## src/rtl/uart_pkg.sv

```systemverilog
// Shared types and constants for the multi-channel UART transmitter.
package uart_pkg;

  typedef enum logic [2:0] {StIdle, StStart, StData, StParity, StStop} tx_state_e;

  localparam int unsigned ParityNone = 0;
  localparam int unsigned ParityEven = 1;
  localparam int unsigned ParityOdd  = 2;

  function automatic int unsigned calc_div(input int unsigned clk_freq, input int unsigned baud);
    return clk_freq / baud;
  endfunction

endpackage

```

## src/rtl/uart_tx_ch.sv

```systemverilog
// One UART transmit channel: byte FIFO, frame FSM and baud counter.
module uart_tx_ch
  import uart_pkg::*;
#(
  parameter int unsigned DIV         = 434,
  parameter int unsigned FIFO_DEPTH  = 16,
  parameter int unsigned PARITY_MODE = 0,
  parameter int unsigned STOP_BITS   = 1
) (
  input  logic       clk_i,
  input  logic       rst_ni,
  input  logic       wr_en_i,
  input  logic [7:0] wr_data_i,
  output logic       full_o,
  output logic       busy_o,
  output logic       trans_done_o,
  output logic       ovf_o,
  output logic       txd_o
);

  localparam int unsigned AW   = $clog2(FIFO_DEPTH);
  localparam int unsigned CntW = (DIV > 1) ? $clog2(DIV) : 1;
  localparam logic [CntW-1:0] CntMax = CntW'(DIV - 1);

  logic [7:0]      mem_q [FIFO_DEPTH];
  logic [AW:0]     wptr_q, rptr_q;
  logic            empty, full, push, pop;
  tx_state_e       state_q, state_d;
  logic [CntW-1:0] cnt_q, cnt_d;
  logic [2:0]      bit_q, bit_d;
  logic            stop_q, stop_d;
  logic [7:0]      data_q, data_d;
  logic            txd_q, txd_d;
  logic            done_q, done_d;
  logic            ovf_q;
  logic            bit_end, parity;

  assign empty  = (wptr_q == rptr_q);
  assign full   = (wptr_q[AW] != rptr_q[AW]) && (wptr_q[AW-1:0] == rptr_q[AW-1:0]);
  // A write to a full FIFO still lands when a byte leaves on the same edge.
  assign push   = wr_en_i && (!full || pop);
  assign parity = (PARITY_MODE == ParityOdd) ? ~^data_q : ^data_q;
  assign bit_end = (cnt_q == CntMax);

  always_ff @(posedge clk_i) begin
    if (push) mem_q[wptr_q[AW-1:0]] <= wr_data_i;
  end

  always_comb begin
    state_d = state_q;
    cnt_d   = cnt_q + 1'b1;
    bit_d   = bit_q;
    stop_d  = stop_q;
    data_d  = data_q;
    done_d  = 1'b0;
    pop     = 1'b0;
    unique case (state_q)
      StIdle: begin
        cnt_d = '0;
        if (!empty) begin
          pop     = 1'b1;
          data_d  = mem_q[rptr_q[AW-1:0]];
          state_d = StStart;
        end
      end
      StStart: begin
        if (bit_end) begin
          cnt_d   = '0;
          bit_d   = '0;
          state_d = StData;
        end
      end
      StData: begin
        if (bit_end) begin
          cnt_d = '0;
          if (bit_q == 3'd7) begin
            stop_d  = 1'b0;
            state_d = (PARITY_MODE == ParityNone) ? StStop : StParity;
          end else begin
            bit_d = bit_q + 3'd1;
          end
        end
      end
      StParity: begin
        if (bit_end) begin
          cnt_d   = '0;
          stop_d  = 1'b0;
          state_d = StStop;
        end
      end
      StStop: begin
        if (bit_end) begin
          cnt_d = '0;
          if (stop_q == 1'(STOP_BITS - 1)) begin
            done_d = 1'b1;
            if (!empty) begin
              pop     = 1'b1;
              data_d  = mem_q[rptr_q[AW-1:0]];
              state_d = StStart;
            end else begin
              state_d = StIdle;
            end
          end else begin
            stop_d = 1'b1;
          end
        end
      end
      default: begin
        cnt_d   = '0;
        state_d = StIdle;
      end
    endcase
  end

  // The line is registered from the current state, so it trails the FSM by one cycle.
  always_comb begin
    case (state_q)
      StStart:  txd_d = 1'b0;
      StData:   txd_d = data_q[bit_q];
      StParity: txd_d = parity;
      default:  txd_d = 1'b1;
    endcase
  end

  always_ff @(posedge clk_i or negedge rst_ni) begin
    if (!rst_ni) begin
      wptr_q  <= '0;
      rptr_q  <= '0;
      state_q <= StIdle;
      cnt_q   <= '0;
      bit_q   <= '0;
      stop_q  <= 1'b0;
      data_q  <= '0;
      txd_q   <= 1'b1;
      done_q  <= 1'b0;
      ovf_q   <= 1'b0;
    end else begin
      if (push) wptr_q <= wptr_q + 1'b1;
      if (pop)  rptr_q <= rptr_q + 1'b1;
      state_q <= state_d;
      cnt_q   <= cnt_d;
      bit_q   <= bit_d;
      stop_q  <= stop_d;
      data_q  <= data_d;
      txd_q   <= txd_d;
      done_q  <= done_d;
      ovf_q   <= wr_en_i && full && !pop;
    end
  end

  assign full_o       = full;
  assign busy_o       = (state_q != StIdle) || !empty || done_q;
  assign trans_done_o = done_q;
  assign ovf_o        = ovf_q;
  assign txd_o        = txd_q;

endmodule

```

## src/rtl/multi_uart_tx.sv

```systemverilog
// Multi-channel UART transmitter: CH_NUM independent channels sharing one write port.
module multi_uart_tx
  import uart_pkg::*;
#(
  parameter int unsigned CLK_FREQ    = 50_000_000,
  parameter int unsigned BAUD        = 115200,
  parameter int unsigned CH_NUM      = 2,
  parameter int unsigned FIFO_DEPTH  = 16,
  parameter int unsigned PARITY_MODE = 0,
  parameter int unsigned STOP_BITS   = 1
) (
  input  logic                                       sys_clk,
  input  logic                                       sys_rst_n,
  input  logic                                       wr_en,
  input  logic [((CH_NUM > 1) ? $clog2(CH_NUM) : 1)-1:0] wr_ch,
  input  logic [7:0]                                 wr_data,
  output logic [CH_NUM-1:0]                          full,
  output logic [CH_NUM-1:0]                          busy,
  output logic [CH_NUM-1:0]                          trans_done,
  output logic [CH_NUM-1:0]                          ovf,
  output logic [CH_NUM-1:0]                          uart_txd
);

  localparam int unsigned ChW = (CH_NUM > 1) ? $clog2(CH_NUM) : 1;
  localparam int unsigned Div = calc_div(CLK_FREQ, BAUD);

  // Out-of-range channel numbers match no channel and are silently ignored.
  for (genvar i = 0; i < CH_NUM; i++) begin : g_ch
    logic sel;
    assign sel = wr_en && (wr_ch == ChW'(i));

    uart_tx_ch #(
      .DIV        (Div),
      .FIFO_DEPTH (FIFO_DEPTH),
      .PARITY_MODE(PARITY_MODE),
      .STOP_BITS  (STOP_BITS)
    ) u_ch (
      .clk_i       (sys_clk),
      .rst_ni      (sys_rst_n),
      .wr_en_i     (sel),
      .wr_data_i   (wr_data),
      .full_o      (full[i]),
      .busy_o      (busy[i]),
      .trans_done_o(trans_done[i]),
      .ovf_o       (ovf[i]),
      .txd_o       (uart_txd[i])
    );
  end

endmodule

```

## config.mk

```make
export PLATFORM = sky130hd
export DESIGN_NAME = multi_uart_tx
export DESIGN_NICKNAME = d
export VERILOG_FILES = /design/src/rtl/uart_pkg.sv /design/src/rtl/uart_tx_ch.sv /design/src/rtl/multi_uart_tx.sv
export SDC_FILE = /design/constraint.sdc
export NUM_CORES = 1
export LEC_CHECK = 0
export CAP_MARGIN = 0
export CORE_MARGIN = 2
export CORE_UTILIZATION = 62
export DETAILED_ROUTE_END_ITERATION = 8
export PLACE_DENSITY_LB_ADDON = 0.05
export SETUP_SLACK_MARGIN = 0.4
export SYNTH_ARGS = -nofsm -noshare
export SYNTH_HDL_FRONTEND = slang
export SYNTH_SLANG_ARGS = --single-unit
```

## constraint.sdc

```tcl
create_clock -name sys_clk -period 3 [get_ports sys_clk]
set_input_delay 0.9 -clock sys_clk [delete_from_list [all_inputs] [get_ports sys_clk]]
set_output_delay 0.9 -clock sys_clk [all_outputs]
set_load 0.02 [all_outputs]
```

==> metrics.txt, run 1 <==
commonest non-fill, non-tap cells in the layout=edfxtp_1 (256), buf_4 (76), mux4_2 (68), dfrtp_1 (63), nor2_1 (57); synth warn=0; Post-synth EDFFs=around 260; Slew Viols, Final=0; Peak VDD IR=about 0.00052 V; Worst Hold Class=in2async; FMAX=around 330 MHz; die area=23300 um^2; flops & latches, synth=roughly 330; Netlist cell types=just over 60; setup slack, reg-to-reg=approximately 0.090 ns; Longest Clk Path Bufs=3; met1 Track Usage GR=0.342; wire per inst=about 22 um; largest net degree at the start of global routing=43; Post-Synthesis Net Count=roughly 820; Hold Slack=0.381 ns; Fin. Hold Viols=0; GRT overflow=0; Final WS setup=-0.0503 ns; initial antenna violation count=0; CP Class=reg2out; Final TNS setup=-0.0503 ns; final worst path period share=1.02; TritonCTS clock tree=yes; share of cells above drive strength 1=0.280; vias in the first global route=approximately 7500; post-synth top area share=0.561; I/O Buffers=21; Final ANT Viol Nets=0; Clock Skew=around 0.021 ns; gr busiest metal=met2; DR vias=about 7000; post-synthesis sequential area ratio=0.693; cells after synthesis=around 800; gpl congestion=between 0.8 and 0.9; CTS Buf Count=34; status=complete, but fails checks; vias per cell=about 6.0; initial DRC count=between 600 and 700; CP Data Arrival Time=approximately 2.2 ns; top cells by area, synth=edfxtp_1 (56%), dfrtp_1 (13%), mux4_2 (11%); ant diodes=0; synthesis-to-layout area growth=15.9%; core area=around 22000 um^2; clk sink count=328; # IOs=22; failing checks=setup timing; RSZ-0062 raised after global routing=true; post-route insts no fill=approximately 1200; chip width=around 150 um; Tot Pwr=approximately 12 mW; max_slew headroom=0.445; Least-Margin Pin Slew=roughly 0.83 ns; wirelength, routed=approximately 26000 um; gr usage total=0.234; commonest non-fill, non-tap cell in the layout=edfxtp_1; standard-cell rows=54; dominant synthesized flop cell=edfxtp_1; Worst setup SP type=flip-flop; die height=153 um; CP required=approximately 2.1 ns; CP endpoint kind=output pin; Initial Utilization=0.629; Worst-Skew Late Latency=about 0.51 ns; Worst-path clk slew=roughly 0.06 ns; grt met3 use=0.0401; fin crit period=~3.1 ns; # Max-Cap Violations=0; hpwl dp=between 15000 and 20000 um; Yosys top cell by area=edfxtp_1; clock root cell=clkbuf_16; PwrDens=777 nW/um^2; final setup fails=1; global-route wire length before repair=roughly 42000 um; Avg Cell Area, Syn=around 17 um^2; # DRC=0; Place WS=between 0.1 and 0.15 ns; Post-Syn Area=between 10000 and 15000 um^2; Inst Count DP=approximately 1100; asr flop ratio synth=0.220; GR Util met2=0.369; Leakage=roughly 5.8 nW; Register-to-Register Path Depth=19; highest net fanout along the worst path=2; H-Tree Depth=2; Final #Nets=around 920; DRT Pass-1 Iters=5
## cells by family (layout without fill, tap and decap cells)
family,Yosys count,after routing,synth area share
AOI/OAI and AO/OA,87,87,0.0450
and+or+nand+nor,159,159,0.0621
DFF,328,328,0.693
adders and majority gates,18,18,0.0164
xor gates and xnor gates,56,56,0.0364
buffers and inverters,67,193,0.0270
muxes,78,78,0.120
## sequential cells by signal (all words and copies together), names as in the netlist
register                flops
g_ch.u_ch.rptr_q           10
g_ch.u_ch.mem_q           256
g_ch.u_ch.state_q           6
g_ch.u_ch.bit_q             6
g_ch.u_ch.data_q           16
g_ch.u_ch.trans_done_o      2
g_ch.u_ch.txd_o             2
g_ch.u_ch.ovf_o             2
g_ch.u_ch.wptr_q           10
g_ch.u_ch.cnt_q            18
## cells in the mapped netlist (3+ instances only)
cell type / count
clkbuf_1: 10
nand2_1: 21
a21oi_1: 22
ha_1: 18
buf_2: 9
a21o_1: 16
inv_1: 20
o21ai_0: 3
dfrtp_1: 70
nor2b_1: 6
xnor2_1: 36
buf_1: 6
mux2i_1: 5
nor3_1: 8
buf_4: 14
and2_1: 8
xor2_1: 19
buf_6: 7
edfxtp_1: 256
nand4_1: 3
nor2_1: 59
nand3_1: 15
nand2b_1: 4
mux4_2: 68
mux2_2: 4
and3_1: 13
a22oi_1: 33
## metrics by stage
step / util / instance area (um^2)
after floorplan: - / 13700
after global placement: 0.668 / 14500
after detailed placement: 0.668 / 14500
after CTS: 0.725 / 15800
after global routing: 0.730 / 15900
final: 0.730 / 15900
## layout make-up
| cell class | instances | area (um^2) |
|---|---|---|
| tap | 280 | 350 |
| clock buffer | 44 | 931 |
| timing repair buffer | 112 | 1020 |
| sequential | 328 | 9500 |
| inverter | 20 | 75.1 |
| multi-input combinational | 398 | 3900 |
| fill | 1335 | 5880 |
| clock inverter | 17 | 95.1 |
## repair_timing
item / in CTS / in global routing
hold endpoints to repair: 0 / 0
hold buffers: 0 / 0
gates resized for setup: 34 / 17
setup endpoints to repair: 4 / 29
setup buffers: 22 / 4
pin swaps: 8 / 10
## where the power goes
group / leakage, nW / switching, mW / total [mW] / internal (mW)
registers: 3.21 / 0.223 / 5.52 / 5.29
logic: 2.08 / 1.55 / 2.96 / 1.41
clock network: 0.498 / 1.65 / 3.85 / 2.20
## layer usage
metal	routed length (um)	vias to the layer above
met1	11300	3684
met4	702	0
met3	1510	50
li1	-	3235
met2	12900	190
met5	0	-
## critical path, stage by stage, from the launching register on
cell,delay (ns)
dfrtp_1,0.42
xor2_2,0.21
nor4_4,0.31
nand2_1,0.12
or4_4,0.44
buf_6,0.15
## worst paths after layout
check / to / from
worst max-delay path: busy[1] / g_ch[1].u_ch.wptr_q[0]
worst min-delay path: g_ch[1].u_ch.state_q[1] / sys_rst_n
worst max register to register: g_ch[1].u_ch.state_q[0] / g_ch[1].u_ch.wptr_q[0]
worst min register to register: g_ch[1].u_ch.rptr_q[4] / g_ch[1].u_ch.rptr_q[4]
max in group asynchronous: g_ch[0].u_ch.txd_o / sys_rst_n
min in group sys_clk: g_ch[1].u_ch.rptr_q[4] / g_ch[1].u_ch.rptr_q[4]
(Power assumes the default switching activity.)
==> run 2, diff against run 1 <==
--- a/config.mk
+++ b/config.mk
@@ -9,6 +9,7 @@
 export CORE_MARGIN = 2
 export CORE_UTILIZATION = 62
 export DETAILED_ROUTE_END_ITERATION = 8
+export GPL_TIMING_DRIVEN = 0
 export PLACE_DENSITY_LB_ADDON = 0.05
 export SETUP_SLACK_MARGIN = 0.4
 export SYNTH_ARGS = -nofsm -noshare
==> metrics.txt, run 2 (same netlist as run 1, synthesis figures left out) <==
initial DRC count=530 (-17%); final instance area=16200 um^2 (+2.0%); GRT overflow=0 (unchanged); FMAX=307 MHz (-6.5%); CTS Buf Count=35 (+2.9%); cts hold-fix bufs=0 (unchanged); CP Data Arrival Time=2.36 ns (+0.21 ns); Final TNS setup=-0.477 ns (-0.426 ns); largest net degree at the start of global routing=73 (+70%); Slew Viols, Final=0 (unchanged); Tot Pwr=13.1 mW (+6.3%); synthesis-to-layout area growth=18.3%; chip width=153 um (unchanged); Inst Count DP=1095 (-1.5%); Worst setup SP type=flip-flop; gpl congestion=0.850 (+1.2%); Cell Area, Placed=14300 um^2 (-1.9%); Initial Utilization=0.629 (unchanged); Worst Hold Class=reg2reg; vias per cell=6.07 (+1.6%); # Max-Cap Violations=0 (unchanged); Clock Skew=0.0176 ns (-0.00324 ns); CP required=2.10 ns (about the same); PwrDens=810 nW/um^2 (+4.2%); max reg flops=256 (unchanged); wirelength, routed=27300 um (+3.4%); fin crit period=3.26 ns (+0.211 ns); clock root cell=clkbuf_16; max_slew headroom=0.171 (-0.275); status=complete, but fails checks; hpwl dp=16600 um (+0.19%); DR vias=7276 (+1.6%); initial antenna violation count=0 (unchanged); Place WS=-0.490 ns (-0.630 ns); Longest Clk Path Bufs=3 (unchanged); Final ANT Viol Nets=0 (unchanged); Hold Slack=0.494 ns (+0.112 ns); clk sink count=328 (unchanged); post-layout util=0.744 (+0.0149); commonest non-fill, non-tap cell in the layout=edfxtp_1; CP endpoint kind=output pin; core area=21800 um^2 (unchanged); global-route wire length before repair=42500 um (+1.8%); Peak VDD IR=0.000541 V (+3.2%); die height=153 um (unchanged); Fin. Hold Viols=0 (unchanged); standard-cell rows=54 (unchanged); DRT Pass-1 Iters=5 (unchanged); # IOs=22 (unchanged); share of cells above drive strength 1=0.293 (+0.0131); final worst path period share=1.09 (+0.0702); ant diodes=0 (unchanged); Leakage=5.82 nW (+0.60%); wire per inst=22.8 um (+3.4%); H-Tree Depth=2 (unchanged); die area=23300 um^2 (unchanged); highest net fanout along the worst path=4 (+2); Final WS setup=-0.261 ns (-0.211 ns); TritonCTS clock tree=yes; Least-Margin Pin Slew=1.24 ns (+0.410 ns); Final #Nets=923 (-0.11%); Worst-Skew Late Latency=0.52 ns (about the same); RSZ-0062 raised after global routing=true; commonest non-fill, non-tap cells in the layout=edfxtp_1 (256), mux4_2 (68), dfrtp_1 (68), nor2_1 (46), clkbuf_16 (37); final setup fails=2 (+1); vias in the first global route=7522 (+0.49%); CP Class=reg2out; post-route insts no fill=1199 (unchanged); I/O Buffers=21 (unchanged); # DRC=0 (unchanged); gr usage total=0.240 (+0.00518); failing checks=setup timing; Worst-path clk slew=0.06 ns (about the same)
[run 2: changes by cell type in the layout (fill, tap and decap cells not counted), moves of 6 or more]
cell	previous run	this run
and3_1	13	4
buf_1	0	6
buf_6	13	32
buf_2	0	6
nor2_4	3	14
and3_2	0	9
buf_4	76	35
nor2_1	57	46
[run 2: cell type report]
type,count,area (um^2)
timing repair buffer,63,636
sequential,328,9490
inverter,20,75.1
buffer,47,362
clock buffer,43,958
multi-input combinational,398,4150
fill,1260,5560
tap,280,350
clock inverter,20,175
[run 2: where the power goes]
group / internal, mW / switching [mW]
logic: 1.60 / 1.74
registers: 5.29 / 0.250
clock network: 2.53 / 1.70
total: 9.43 / 3.69
[run 2: worst paths after layout]
kind                       slack [ns]  cells after the start                 endpoint              startpoint
max                             -0.26                      7                  busy[1]  g_ch[1].u_ch.rptr_q[0]
min                              0.49                      1   g_ch[1].u_ch.wptr_q[4]  g_ch[1].u_ch.wptr_q[4]
max reg2reg                     -0.22                     22  g_ch[1].u_ch.state_q[0]  g_ch[1].u_ch.rptr_q[0]
min reg2reg                      0.49                      1   g_ch[1].u_ch.wptr_q[4]  g_ch[1].u_ch.wptr_q[4]
max in group asynchronous        1.79                      1   g_ch[0].u_ch.rptr_q[3]               sys_rst_n
min in group asynchronous        0.52                      1  g_ch[1].u_ch.state_q[1]               sys_rst_n
[run 2: critical path, stage by stage (launching register included)]
cell and delay (ns):
dfrtp_1 0.40, buf_6 0.14, xor2_1 0.17, nor4_4 0.36, nand2_1 0.12, or4_1 0.40, buf_4 0.15, buf_6 0.12
[run 2: what timing repair did]
action,CTS,global route
endpoints found under the setup margin,227,249
buffers inserted,30,11
gates resized for setup,103,28
pin swaps,8,11
[run 2: routing by layer]
metal / GRT usage / part of all wire / up-vias
met5: 0 / 0 / -
met4: 0.0772 / 0.023 / 0
met3: 0.0392 / 0.061 / 46
met2: 0.384 / 0.50 / 226
met1: 0.345 / 0.42 / 3770
li1: - / - / 3234
==> run 3, diff against run 2 <==
--- a/config.mk
+++ b/config.mk
@@ -6,8 +6,10 @@
 export NUM_CORES = 1
 export LEC_CHECK = 0
 export CAP_MARGIN = 0
+export CELL_PAD_IN_SITES_DETAIL_PLACEMENT = 0
+export CELL_PAD_IN_SITES_GLOBAL_PLACEMENT = 2
 export CORE_MARGIN = 2
-export CORE_UTILIZATION = 62
+export CORE_UTILIZATION = 48
 export DETAILED_ROUTE_END_ITERATION = 8
 export GPL_TIMING_DRIVEN = 0
 export PLACE_DENSITY_LB_ADDON = 0.05
==> metrics.txt, run 3 (same netlist as run 1, synthesis figures left out) <==
Leakage=5.68 nW (-2.5%); post-route insts no fill=1276 (+6.4%); CP Class=reg2out; setup slack, reg-to-reg=0.22 ns (+0.44 ns); # IOs=22 (unchanged); highest net fanout along the worst path=3 (-1); wire per inst=21.8 um (-4.5%); Place WS=-0.641 ns (-0.150 ns); CP required=2.10 ns (about the same); Initial Utilization=0.490 (-0.139); critical path cell sequence=buf_6, xor2_1, nor4_4, nand2_1, or4_1, buf_4, buf_6; chip width=173 um (+13%); Slew Viols, Final=0 (unchanged); DRT Pass-1 Iters=5 (unchanged); standard-cell rows=61 (+13%); final worst path period share=1.06 (-0.0224); # DRC=0 (unchanged); clock root cell=clkbuf_16; clk sink count=328 (unchanged); Peak VDD IR=0.000501 V (-7.5%); DR vias=7052 (-3.1%); Final #Nets=900 (-2.5%); Least-Margin Pin Slew=1.33 ns (+0.0856 ns); Met3 Wirelength=1540 um (-7.3%); CP Data Arrival Time=2.29 ns (-0.07 ns); Final ANT Viol Nets=0 (unchanged); status=complete, but fails checks; Final WS setup=-0.194 ns (+0.0672 ns); fin crit period=3.19 ns (-0.0672 ns); Top cell by count, worst path=buf_6; gpl congestion=0.753 (-11%); commonest non-fill, non-tap cells in the layout=edfxtp_1 (256), mux4_2 (68), dfrtp_1 (68), nor2_1 (46), clkbuf_16 (37); GRT overflow=0 (unchanged); RR Endpoint=g_ch[1].u_ch.mem_q[3][7]; die height=173 um (+13%); CTS Buf Count=37 (+5.7%); metal2 WL=13000 um (-4.4%); initial antenna violation count=0 (unchanged); ant diodes=0 (unchanged); Clock Skew=0.0223 ns (+0.00464 ns); Fin. Hold Viols=0 (unchanged); commonest non-fill, non-tap cell in the layout=edfxtp_1; reg-to-reg critical path startpoint=g_ch[1].u_ch.cnt_q[1]; H-Tree Depth=2 (unchanged); Hold Slack=0.255 ns (-0.239 ns); die area=29900 um^2 (+28%); synthesis-to-layout area growth=16.9%; gr usage total=0.192 (-0.0474); RSZ-0062 raised after global routing=true; FMAX=313 MHz (+2.1%); failing checks=setup timing; Worst-path clk slew=0.06 ns (about the same); Worst setup SP type=flip-flop; # Max-Cap Violations=0 (unchanged); vias per cell=5.53 (-8.9%); vias in the first global route=7382 (-1.9%); max reg flops=256 (unchanged); Register-to-Register Path Depth=8 (-64%); hpwl dp=18100 um (+8.7%); Worst-Skew Late Latency=0.52 ns (about the same); initial DRC count=654 (+23%); CP max-delay cell=or4_1; I/O Buffers=21 (unchanged); share of cells above drive strength 1=0.267 (-0.0254); core area=27900 um^2 (+28%); Critical Path Max Stage Delay=0.40 ns (about the same); PwrDens=806 nW/um^2 (-0.52%); max_slew headroom=0.113 (-0.0572); final setup fails=1 (-1); global-route wire length before repair=43800 um (+3.2%); TritonCTS clock tree=yes; Longest Clk Path Bufs=3 (unchanged); Worst Hold Class=in2async; Final TNS setup=-0.194 ns (+0.283 ns); Max Used Layer=met4; Inst Count DP=1194 (+9.0%); CP endpoint kind=output pin; wirelength, routed=27800 um (+1.7%); WL met1=12800 um (+11%); largest net degree at the start of global routing=58 (-21%)
[run 3: worst max-delay path: cells and delay by family (launching register included)]
| kind | cells | cell delay (ns) |
|---|---|---|
| simple gates | 3 | 0.83 |
| xor+xnor | 1 | 0.17 |
| flops | 1 | 0.39 |
| buf+inv | 3 | 0.39 |
[run 3: worst max-delay path by stage]
| stage | startpoint | endpoint | cells past startpoint |
|---|---|---|---|
| final | g_ch[1].u_ch.rptr_q[1] | busy[1] | 7 |
| after global routing | g_ch[1].u_ch.rptr_q[2] | busy[1] | 7 |
| after CTS | g_ch[1].u_ch.rptr_q[2] | busy[1] | 7 |
| after detailed placement | wr_ch | g_ch[1].u_ch.mem_q[2][1] | 5 |
| after global placement | sys_rst_n | g_ch[0].u_ch.wptr_q[1] | 1 |
| after floorplan | g_ch[1].u_ch.rptr_q[1] | busy[1] | 6 |
[run 3: area by class of cell]
class                   instances  area (um^2)
inverters                      20         75.1
fillers                      2188        11900
clock buffers                  46          960
flip-flops and latches        328         9490
plain buffers                  47          357
well taps                     378          473
multi-input cells             398         4090
repair buffers                 38          358
clock inverters                21          195
[run 3: what timing repair did]
item / 4_1_cts / 5_1_grt
pin swaps: 7 / 7
hold buffers: 0 / 0
endpoints found under the setup margin: 252 / 171
gates resized for setup: 80 / 24
hold endpoints to repair: 0 / 0
setup buffers: 8 / 6
[run 3: per-stage QoR]
stage | total power [mW] | util | cell area, um^2
after CTS | 12.8 | 0.567 | 15800
final | 12.9 | 0.573 | 16000
after floorplan | 7.44 | - | 13700
after global routing | 13.5 | 0.573 | 16000
after detailed placement | 8.27 | 0.516 | 14400
after global placement | 8.17 | 0.515 | 14400
[run 3: report_power, final]
group          switching (mW)  total [mW]  internal [mW]
sequential              0.233        5.53           5.29
clock                    1.75        4.29           2.55
combinational            1.67        3.07           1.40
total                    3.65        12.9           9.24
[run 3: per-layer routing]
metal / GRT usage / vias to the layer above
li1: - / 3209
met2: 0.297 / 160
met5: 0 / -
met3: 0.0323 / 40
met1: 0.289 / 3643
met4: 0.0463 / 0
